==> config.mk <==
export PLATFORM = sky130hd
export DESIGN_NAME = game_page_sequencer
export DESIGN_NICKNAME = d
export VERILOG_FILES = /design/src/rtl/game_page_sequencer_pkg.sv /design/src/rtl/game_page_sequencer_frame_tick_gen.sv /design/src/rtl/game_page_sequencer.sv
export SDC_FILE = /design/constraint.sdc
export NUM_CORES = 1
export LEC_CHECK = 0
export ABC_AREA = 1
export CORE_MARGIN = 5
export CORE_UTILIZATION = 41
export CTS_BUF_LIST = sky130_fd_sc_hd__clkbuf_4
export CTS_CLUSTER_DIAMETER = 100
export DETAILED_ROUTE_END_ITERATION = 8
export PLACE_DENSITY_LB_ADDON = 0.12
export SYNTH_ARGS = -nofsm -noshare
export SYNTH_HDL_FRONTEND = slang
export SYNTH_SLANG_ARGS = --single-unit
==> constraint.sdc <==
create_clock -name vga_clk -period 2.2 [get_ports vga_clk]
set_input_delay 0.55 -clock vga_clk [delete_from_list [all_inputs] [get_ports vga_clk]]
set_output_delay 0.55 -clock vga_clk [all_outputs]
set_load 0.005 [all_outputs]
==> src/rtl/game_page_sequencer_pkg.sv <==
// -----------------------------------------------------------------------------
// game_page_sequencer_pkg
// Shared definitions for the screen/game page sequencer.
//   page_t       : page state codes (START=0, ARM=1, PLAY=2, OVER=3, WON=4).
//                  Codes 5..7 are illegal.
//   PG_W         : width of the page state code.
//   FRAME_CNT_W  : width of the per-frame hold / auto-return counters.
// -----------------------------------------------------------------------------
package game_page_sequencer_pkg;

  localparam int PG_W        = 3;
  localparam int FRAME_CNT_W = 10;

  typedef enum logic [PG_W-1:0] {
    PG_START = 3'd0,
    PG_ARM   = 3'd1,
    PG_PLAY  = 3'd2,
    PG_OVER  = 3'd3,
    PG_WON   = 3'd4
  } page_t;

endpackage

==> src/rtl/game_page_sequencer_frame_tick_gen.sv <==
// -----------------------------------------------------------------------------
// game_page_sequencer_frame_tick_gen
// Produces a one-cycle frame_tick when the raster coordinates arrive at {0,0}
// after having been anywhere else on the previous cycle, giving exactly one
// pulse per frame. Reusable by any logic that steps once per frame.
// Ports:
//   clk        : pixel clock
//   rst        : asynchronous active-high reset
//   pix_x      : current screen X
//   pix_y      : current screen Y
//   frame_tick : one-cycle pulse on the first cycle of each frame
// -----------------------------------------------------------------------------
module game_page_sequencer_frame_tick_gen #(
  parameter int COORD_W = 10
) (
  input  logic               clk,
  input  logic               rst,
  input  logic [COORD_W-1:0] pix_x,
  input  logic [COORD_W-1:0] pix_y,
  output logic               frame_tick
);

  logic at_origin;
  logic origin_d;

  assign at_origin = (pix_x == '0) && (pix_y == '0);

  // Reset to "was at origin" so that coming out of reset while the raster
  // sits on {0,0} does not produce a spurious tick for a partial frame.
  always_ff @(posedge clk or posedge rst) begin
    if (rst) begin
      origin_d <= 1'b1;
    end else begin
      origin_d <= at_origin;
    end
  end

  assign frame_tick = at_origin & ~origin_d;

endmodule

==> src/rtl/game_page_sequencer.sv <==
// -----------------------------------------------------------------------------
// game_page_sequencer
// Top-level screen/game sequencer. Chooses which page source feeds the pixel
// path (start page, live game, end page), and gates/resets game_logic so the
// game only runs between a start keypress and a win or loss. Every page change
// happens on frame_tick so no frame mixes two pages.
//
// Optional feature (macro PAGE_AUTO_RET_EN): the end page returns to START by
// itself AUTO_RET_FRAMES frames after entry, unless a valid key comes first.
//
// Ports:
//   vga_clk   : pixel clock (only clock)
//   reset     : asynchronous active-high reset
//   pix_x/y   : raster coordinates from vga_ctrl
//   key_any   : debounced OR of the keys, active high
//   game_over : loss level from game_logic
//   game_won  : win level from game_logic
//   game_rgb  : live game pixel
//   start_rgb : start page pixel
//   end_rgb   : end page pixel
//   pix_data  : selected pixel, registered (1 cycle latency)
//   game_run  : game_logic update enable (PLAY only)
//   game_rst  : game_logic reset (START and ARM)
//   end_won   : end page shows win (1) or lose (0) text
//   page      : current page state code (debug view of the FSM)
// -----------------------------------------------------------------------------
module game_page_sequencer
  import game_page_sequencer_pkg::*;
#(
  parameter int END_HOLD_FRAMES = 60,
  parameter int AUTO_RET_FRAMES = 600,
  parameter int RGB_W           = 16
) (
  input  logic             vga_clk,
  input  logic             reset,
  input  logic [9:0]       pix_x,
  input  logic [9:0]       pix_y,
  input  logic             key_any,
  input  logic             game_over,
  input  logic             game_won,
  input  logic [RGB_W-1:0] game_rgb,
  input  logic [RGB_W-1:0] start_rgb,
  input  logic [RGB_W-1:0] end_rgb,
  output logic [RGB_W-1:0] pix_data,
  output logic             game_run,
  output logic             game_rst,
  output logic             end_won,
  output logic [PG_W-1:0]  page
);

  localparam logic [FRAME_CNT_W-1:0] HOLD_INIT = FRAME_CNT_W'(END_HOLD_FRAMES);
  localparam logic [FRAME_CNT_W-1:0] AUTO_INIT = FRAME_CNT_W'(AUTO_RET_FRAMES);

  logic                   frame_tick;
  logic                   key_d;
  logic                   key_evt;
  logic                   key_latch;
  logic                   latch_eff;
  page_t                  state_q, state_d;
  logic [FRAME_CNT_W-1:0] hold_q, hold_d;
  logic                   end_won_q, end_won_d;
  logic [RGB_W-1:0]       pix_d;

`ifdef PAGE_AUTO_RET_EN
  logic [FRAME_CNT_W-1:0] auto_q, auto_d;
`else
  logic [FRAME_CNT_W-1:0] unused_auto_init;
  assign unused_auto_init = AUTO_INIT;
`endif

  game_page_sequencer_frame_tick_gen #(
    .COORD_W (10)
  ) u_frame_tick_gen (
    .clk        (vga_clk),
    .rst        (reset),
    .pix_x      (pix_x),
    .pix_y      (pix_y),
    .frame_tick (frame_tick)
  );

  // Key edge detection and per-frame latch. An edge landing on the tick cycle
  // itself is folded into latch_eff so it counts for that tick.
  assign key_evt   = key_any & ~key_d;
  assign latch_eff = key_latch | key_evt;

  always_ff @(posedge vga_clk or posedge reset) begin
    if (reset) begin
      key_d     <= 1'b0;
      key_latch <= 1'b0;
    end else begin
      key_d <= key_any;
      if (frame_tick) begin
        key_latch <= 1'b0;
      end else if (key_evt) begin
        key_latch <= 1'b1;
      end
    end
  end

  // Page FSM: state register.
  always_ff @(posedge vga_clk or posedge reset) begin
    if (reset) begin
      state_q   <= PG_START;
      hold_q    <= '0;
      end_won_q <= 1'b0;
      pix_data  <= '0;
`ifdef PAGE_AUTO_RET_EN
      auto_q    <= '0;
`endif
    end else begin
      state_q   <= state_d;
      hold_q    <= hold_d;
      end_won_q <= end_won_d;
      pix_data  <= pix_d;
`ifdef PAGE_AUTO_RET_EN
      auto_q    <= auto_d;
`endif
    end
  end

  // Page FSM: next state. Illegal codes fall back to START without waiting
  // for a tick.
  always_comb begin
    state_d   = state_q;
    hold_d    = hold_q;
    end_won_d = end_won_q;
`ifdef PAGE_AUTO_RET_EN
    auto_d    = auto_q;
`endif
    case (state_q)
      PG_START: begin
        if (frame_tick && latch_eff) state_d = PG_ARM;
      end
      PG_ARM: begin
        if (frame_tick) state_d = PG_PLAY;
      end
      PG_PLAY: begin
        if (frame_tick && (game_won || game_over)) begin
          // Win has priority when both levels are high.
          state_d   = game_won ? PG_WON : PG_OVER;
          end_won_d = game_won;
          hold_d    = HOLD_INIT;
`ifdef PAGE_AUTO_RET_EN
          auto_d    = AUTO_INIT;
`endif
        end
      end
      PG_OVER, PG_WON: begin
        if (frame_tick) begin
          // The pre-decrement hold value gates the key, so a key latched
          // during the last held frame is still discarded.
          if (hold_q != '0) hold_d = hold_q - FRAME_CNT_W'(1);
          if ((hold_q == '0) && latch_eff) state_d = PG_START;
`ifdef PAGE_AUTO_RET_EN
          if (auto_q != '0) auto_d = auto_q - FRAME_CNT_W'(1);
          if (auto_q <= FRAME_CNT_W'(1)) state_d = PG_START;
`endif
        end
      end
      default: begin
        state_d = PG_START;
      end
    endcase
  end

  // Pixel select follows the next state so the first pixel of a new frame
  // already comes from the new page.
  always_comb begin
    pix_d = start_rgb;
    case (state_d)
      PG_START:        pix_d = start_rgb;
      PG_ARM, PG_PLAY: pix_d = game_rgb;
      PG_OVER, PG_WON: pix_d = end_rgb;
      default:         pix_d = start_rgb;
    endcase
  end

  assign game_rst = (state_q == PG_START) || (state_q == PG_ARM);
  assign game_run = (state_q == PG_PLAY);
  assign end_won  = end_won_q;
  assign page     = state_q;

endmodule

# == After elaboration in Yosys (flattened, before gate mapping) ==
# Index checks and enable logic that the tools add are counted.
# totals
out_inout_bits,22
input_bits,73
wordCells,56
register_bits,33
# op_classes
n_bitwise,5
n_addsub,1
mux,14
reduce_logical,18
eq_ne,11
# ops
operator,n
16-bit one-hot mux with 2 select lines,1
10-bit logical NOT,3
10-bit two-way mux,3
10-bit one-hot mux with 2 select lines,1
3-bit two-way mux,6
"3-bit by 2-bit == test with 1-bit output, second input constant",4
3-bit one-hot mux with 4 select lines,1
10-bit nonzero test,1
"10-bit by 1-bit subtractor with 10-bit output, second input constant",1
"3-bit by 1-bit == test with 1-bit output, second input constant",2
"3-bit == test, second input constant",2
2-bit OR reduction,3
1-bit logical AND,4
"2-bit != test, second input constant",2
4-bit AND reduction,1
2-bit nonzero test,2
3-bit logical NOT,1
1-bit bitwise AND,2
1-bit logical OR,2
1-bit two-way mux,2
"2-bit by 1-bit != test with 1-bit output, second input constant",1
1-bit NOT,2
2-bit AND reduction,1
1-bit OR,1

# == Longest topological paths before layout ==
# logic_depth
depth_word,10
ltp_mapped,14
mapped_depth_nobuf,13

# == Modules after synthesis ==
# A second synthesis with hierarchy kept.
# hier_totals
hier_cells,241
hier_area_um2,2128.3
# by_module_without_submodules
module,area_per_inst_um2,cells_each,n_inst,seq_area_each_um2
game_page_sequencer,2006.9,219,1,800.8
game_page_sequencer_frame_tick_gen,121.4,22,1,26.3

# == Worst setup path before layout ==
# OpenSTA, ideal clock, no wires.
# synth_timing
kind,in2reg
from,in pix_y[3]
to,reg pix_data[0]
path_slack_ps,317
required_ps,2076
cell_stages,11
arrival_ps,1758
setup_time_ps,124
path_buffers,1
path_cell_list,nor2_1 -> nand2_1 -> nor2_2 -> nand4_4 -> nor2_4 -> o22ai_2 -> nor2_8 -> inv_4 -> buf_6 -> nand2_1 -> nand3_1
# synth_via
elab_chain_len,9
elab_cells_between_ends,17
classes_between,eq/ne (4); mux (6); bitwise (1); reduce/logical (6)
# synth_rtl
item,line,rtl
from (decl),game_page_sequencer.sv:37,"input logic [9:0] pix_y,"
10-bit logical NOT (*),game_page_sequencer_frame_tick_gen.sv:26,assign at_origin = (pix_x == '0) && (pix_y == '0);
1-bit logical AND (*),game_page_sequencer_frame_tick_gen.sv:26,
1-bit bitwise AND (*),game_page_sequencer_frame_tick_gen.sv:38,assign frame_tick = at_origin & ~origin_d;
1-bit logical AND (on tied branches),"game_page_sequencer.sv:138, game_page_sequencer.sv:132",
3-bit two-way mux (on tied branches),"game_page_sequencer.sv:138, game_page_sequencer.sv:132",
3-bit one-hot mux with 4 select lines (*),game_page_sequencer.sv:130,case (state_q)
3-bit by 2-bit == test with 1-bit output (tied with other cells),game_page_sequencer.sv:170,case (state_d)
2-bit OR reduction,game_page_sequencer.sv:170,
16-bit one-hot mux with 2 select lines (*),game_page_sequencer.sv:170,
via pix_d[0],game_page_sequencer.sv:62,logic [RGB_W-1:0] pix_d;
to (signal assigned),game_page_sequencer.sv:114,pix_data <= pix_d;
to (decl),game_page_sequencer.sv:44,"output logic [RGB_W-1:0] pix_data,"
# Mark *: on every way through the listed nets, which the timed path passes. The rest lies on a longest branch.
# A chain may end at the register's enable or synchronous reset.

# == Worst setup path after layout ==
# layout_timing
from,reg state_q[0] (netlist: page[0])
to,out game_run
# layout_via
elab_chain_len,1
# layout_rtl
item,line,rtl
from (decl),game_page_sequencer.sv:59,"page_t state_q, state_d;"
from (signal assigned),game_page_sequencer.sv:111,state_q <= state_d;
3-bit by 2-bit == test with 1-bit output,game_page_sequencer.sv:179,assign game_run = (state_q == PG_PLAY);
to (decl),game_page_sequencer.sv:45,"output logic game_run,"
# Every way passes these cells.

==> qor_table.md <==
| Result | This run | Unit |
|---|---|---|
| Result of the run | complete, no violations | - |
| Fill cells | 356 | - |
| Diodes inserted | 0 | - |
| Clock H-tree levels | 2 | - |
| Met2 usage in global routing | 30.2 | % |
| Least-Margin Pin Slew | 382 | ps |
| Worst Skew | 13.5 | ps |
| Pin count of the biggest net entering global routing | 17 | - |
| Number of vias in the routed layout | 1,954 | - |
| Class of the worst hold path | input port to async pin | - |
| Relative slew slack | 74.5 | % |
| Count of max-cap constraint violations | 0 | - |
| Area share of the largest cell type after synthesis | 42.7 | % |
| Kind of end point of the critical path | primary output | - |
| Final nets | 428 | - |
| Area leader, netlist | sky130_fd_sc_hd__dfrtp_1 | - |
| Drt first pass iters | 4 | - |
| Iter 0 DRT Violations | 114 | - |
| Share of final-layout standard cells stronger than drive strength 1 | 14.6 | % |
| Final worst path period need | 2110 | ps |
| Clk Latency, worst-skew pair | 340 | ps |
| Top cells by area in the synthesized netlist | sky130_fd_sc_hd__dfrtp_1 (43%), sky130_fd_sc_hd__nand2_1 (12%), sky130_fd_sc_hd__nand3_1 (11%) | - |
| Area growth from synthesis to final layout | 63.6 | % |
| Congestion Overflow GR | 0 | - |
| Wire length after detailed routing | 5260 | um |
| Synthesized area | 0.00188 | mm^2 |
| Routing usage on met1 | 18.4 | % |
| Register bit total from synthesis | 33 | - |
| Count of cells along the worst register-to-register path | 11 | - |
| CTS root buf | sky130_fd_sc_hd__clkbuf_4 | - |
| Clock edge transition at the registers on the reported setup and hold paths | 120 | ps |
| Total die area | 0.00603 | mm^2 |
| Setup slack of the most critical reg-to-reg path | 170 | ps |
| Clock net sink count | 33 | - |
| Cells traversed along the worst timing path | inv_2, nand2_2, inv_2, clkdlybuf4s50_1 | - |
| Unrepaired setup endpoints after global routing | yes | - |
| Core ar. | 0.00438 | mm^2 |
| Power consumption | 1.17 | mW |
| Average wire per cell in the routed design | 12.9 | um |
| Delay contributed by the slowest stage of the critical path | 500 | ps |
| Number of antenna-violating nets in the routed design | 0 | - |
| Startpoint type of the worst setup path | flip-flop | - |
| Number of input and output port buffers inserted | 94 | - |
| Final-report hold violation count | 0 | - |
| Drt drc | 0 | - |
| Cell at the slowest stage of the critical path | sky130_fd_sc_hd__clkdlybuf4s50_1 | - |
| Routability congestion estimate | 0.902 | - |
| Clock tree from TritonCTS | yes | - |
| Ratio of final minimum period to clock period | 95.9 | % |
| Global-route met3 utilization | 7.75 | % |
| RR Startpoint | hold_q[0] | - |
| Critical path data arrival time | 1560 | ps |
| Number of global-route vias before repair | 1,861 | - |
| Die outline height | 77.6 | um |
| Sequential-to-total area share from yosys stat | 44.1 | % |
| Peak supply drop | 205 | uV |
| Number of primary I/O pins | 95 | - |
| Area after DPL | 0.00296 | mm^2 |
| Synth Net Count | 314 | - |
| Lkg Pwr | 1.35 | nW |
| Sequential standard cell area | 828 | um^2 |
| Initial core utilization | 42.8 | % |
| Critical register-to-register path endpoint | pix_data[9] | - |
| Pwr/cell area | 383 | mW/mm^2 |
| WP data required | 1650 | ps |
| Min Hold Slack | 461 | ps |
| Total non-filler cell area in the finished layout | 0.00307 | mm^2 |
| Maximum root-to-sink buffer count | 2 | - |
| Number of clock buffers inserted by TritonCTS | 5 | - |
| FFs w/ async S/R, synth | 100 | % |
| Most utilized layer in the global route result | met2 | - |
| Final HPWL from detailed placement | 4230 | um |
| Maximum fanout along the worst path | 5 | - |
| Number of antenna violations at the first check in global routing | 0 | - |
| Number of distinct standard cells referenced by the synthesized netlist | 30 | - |
| Total routing resource utilization after global routing | 17.4 | % |
| Via density | 4.80 | - |
| Number of enable-type register cells in the synthesized netlist | 0 | - |
| Chip width | 77.6 | um |
| Number of pins exceeding their max-slew limit in the final report | 0 | - |
| Startpoint-to-endpoint class of the critical path | flip-flop to primary output | - |
| Area taken by multi-input logic gates | 927 | um^2 |
| Most used flip-flop cell after synthesis | sky130_fd_sc_hd__dfrtp_1 | - |
| Hold-fix buffer count after cts | 0 | - |
| Yosys warning total | 0 | - |
| Cell Rows | 24 | - |
| Dominant cell type by count on the critical path | sky130_fd_sc_hd__inv_2 | - |
| Syn Area/Cell | 7.81 | um^2 |
| FMAX | 474 | MHz |
| Summed negative setup slack over all endpoints | 0 | ps |
| First-pass GRT wire length | 8390 | um |
| Number of standard cells after synthesis | 240 | - |
| Setup-violating endpoint count in the final report | 0 | - |
-- cells by family (layout without fill, tap and decap cells) --
logic type	count (synthesis)	count (layout)	share of synthesized area, %
and+or+nand+nor	154	154	38.6
AOI/OAI and AO/OA	17	17	6.14
adders and majority gates	1	1	0.667
DFF	33	33	44.1
buffers and inverters	29	144	7.74
xor gates and xnor gates	6	6	2.80
-- cells in the mapped netlist, types with 2 or more instances --
cell	instances
sky130_fd_sc_hd__xor2_1	4
sky130_fd_sc_hd__nor3_1	4
sky130_fd_sc_hd__nor2_4	2
sky130_fd_sc_hd__nand4_1	3
sky130_fd_sc_hd__inv_1	20
sky130_fd_sc_hd__xnor2_1	2
sky130_fd_sc_hd__nand2_1	61
sky130_fd_sc_hd__o21ai_0	4
sky130_fd_sc_hd__nor2_2	2
sky130_fd_sc_hd__buf_6	4
sky130_fd_sc_hd__dfrtp_1	32
sky130_fd_sc_hd__o21ai_1	5
sky130_fd_sc_hd__nand3_1	42
sky130_fd_sc_hd__inv_2	3
sky130_fd_sc_hd__o31ai_1	4
sky130_fd_sc_hd__nand2_2	5
sky130_fd_sc_hd__nor2_1	30
-- how the worst max path moves through the flow --
stage                     cells past startpoint      endpoint  slack [ps]     start
final                                         4      game_run          90   page[0]
after detailed placement                     11  pix_data[12]        -190  pix_y[3]
after CTS                                     4      game_run           3   page[2]
after global placement                       11   pix_data[0]        -150  pix_y[5]
after global routing                          5      game_run         -20   page[1]
after floorplan                              11   pix_data[0]         320  pix_y[3]
-- area by class of cell --
class                   count  share of cell area, %
well taps                  52                   2.12
clock inverters             3                  0.571
multi-input cells         178                   30.2
flip-flops and latches     33                   27.0
clock buffers               5                   1.22
repair buffers            112                   35.8
inverters                  24                   3.02
-- routing by layer --
metal	part of all wire [%]	routed length [um]
met1	38	1980
met2	51	2660
met3	10	551
met4	1.4	76
met5	0	0
-- critical path: cells and delay by family, from the launching register on --
| kind | cells | cell delay [ps] |
|---|---|---|
| AND/OR/NAND/NOR | 1 | 80 |
| flip-flops | 1 | 440 |
| buffers and inverters | 3 | 710 |
-- sequential cells by signal (all words and copies together), names as in the netlist --
signal / flops
pix_data: 16
u_frame_tick_gen.origin_d: 1
end_won: 1
page: 3
key_d: 1
hold_q: 10
key_latch: 1
-- what timing repair did --
item	4_1_cts	5_1_grt
pin swaps	0	0
setup endpoints to repair	2	5
gates resized for setup	4	6
setup buffers	4	0
-- cell usage in the layout (no fill, tap or decap), types with 2 or more instances in the layout --
cell                              netlist  layout
sky130_fd_sc_hd__clkinv_2               0       2
sky130_fd_sc_hd__buf_4                  1      16
sky130_fd_sc_hd__nand2_2                5       6
sky130_fd_sc_hd__xnor2_1                2       2
sky130_fd_sc_hd__buf_12                 0       2
sky130_fd_sc_hd__nor3_1                 4       3
sky130_fd_sc_hd__clkdlybuf4s50_1        0      93
sky130_fd_sc_hd__nor2_4                 2       3
sky130_fd_sc_hd__inv_2                  3       5
sky130_fd_sc_hd__dfrtp_1               32      31
sky130_fd_sc_hd__nor2_1                30      28
sky130_fd_sc_hd__o21ai_0                4       4
sky130_fd_sc_hd__nand4_1                3       3
sky130_fd_sc_hd__clkbuf_4               0       5
sky130_fd_sc_hd__nand3_1               42      42
sky130_fd_sc_hd__o31ai_1                4       4
sky130_fd_sc_hd__nor2_2                 2       3
sky130_fd_sc_hd__xor2_1                 4       4
sky130_fd_sc_hd__o21ai_1                5       5
sky130_fd_sc_hd__nand2_1               61      60
sky130_fd_sc_hd__inv_1                 20      18
-- stage by stage --
stage | util, % | worst slack (ps) | cells
global route | 70.0 | -15.5 | 407
floorplan | - | 317 | 240
finish | 70.0 | 89.7 | 407
global placement | 67.5 | -152 | 395
CTS | 69.6 | 3.35 | 407
detailed placement | 67.5 | -193 | 395
-- where the power goes --
part	total (mW)	switching, mW	internal (mW)
registers	0.626	0.00409	0.622
logic	0.203	0.0528	0.150
clock network	0.345	0.224	0.120
(Power assumes the default switching activity.)
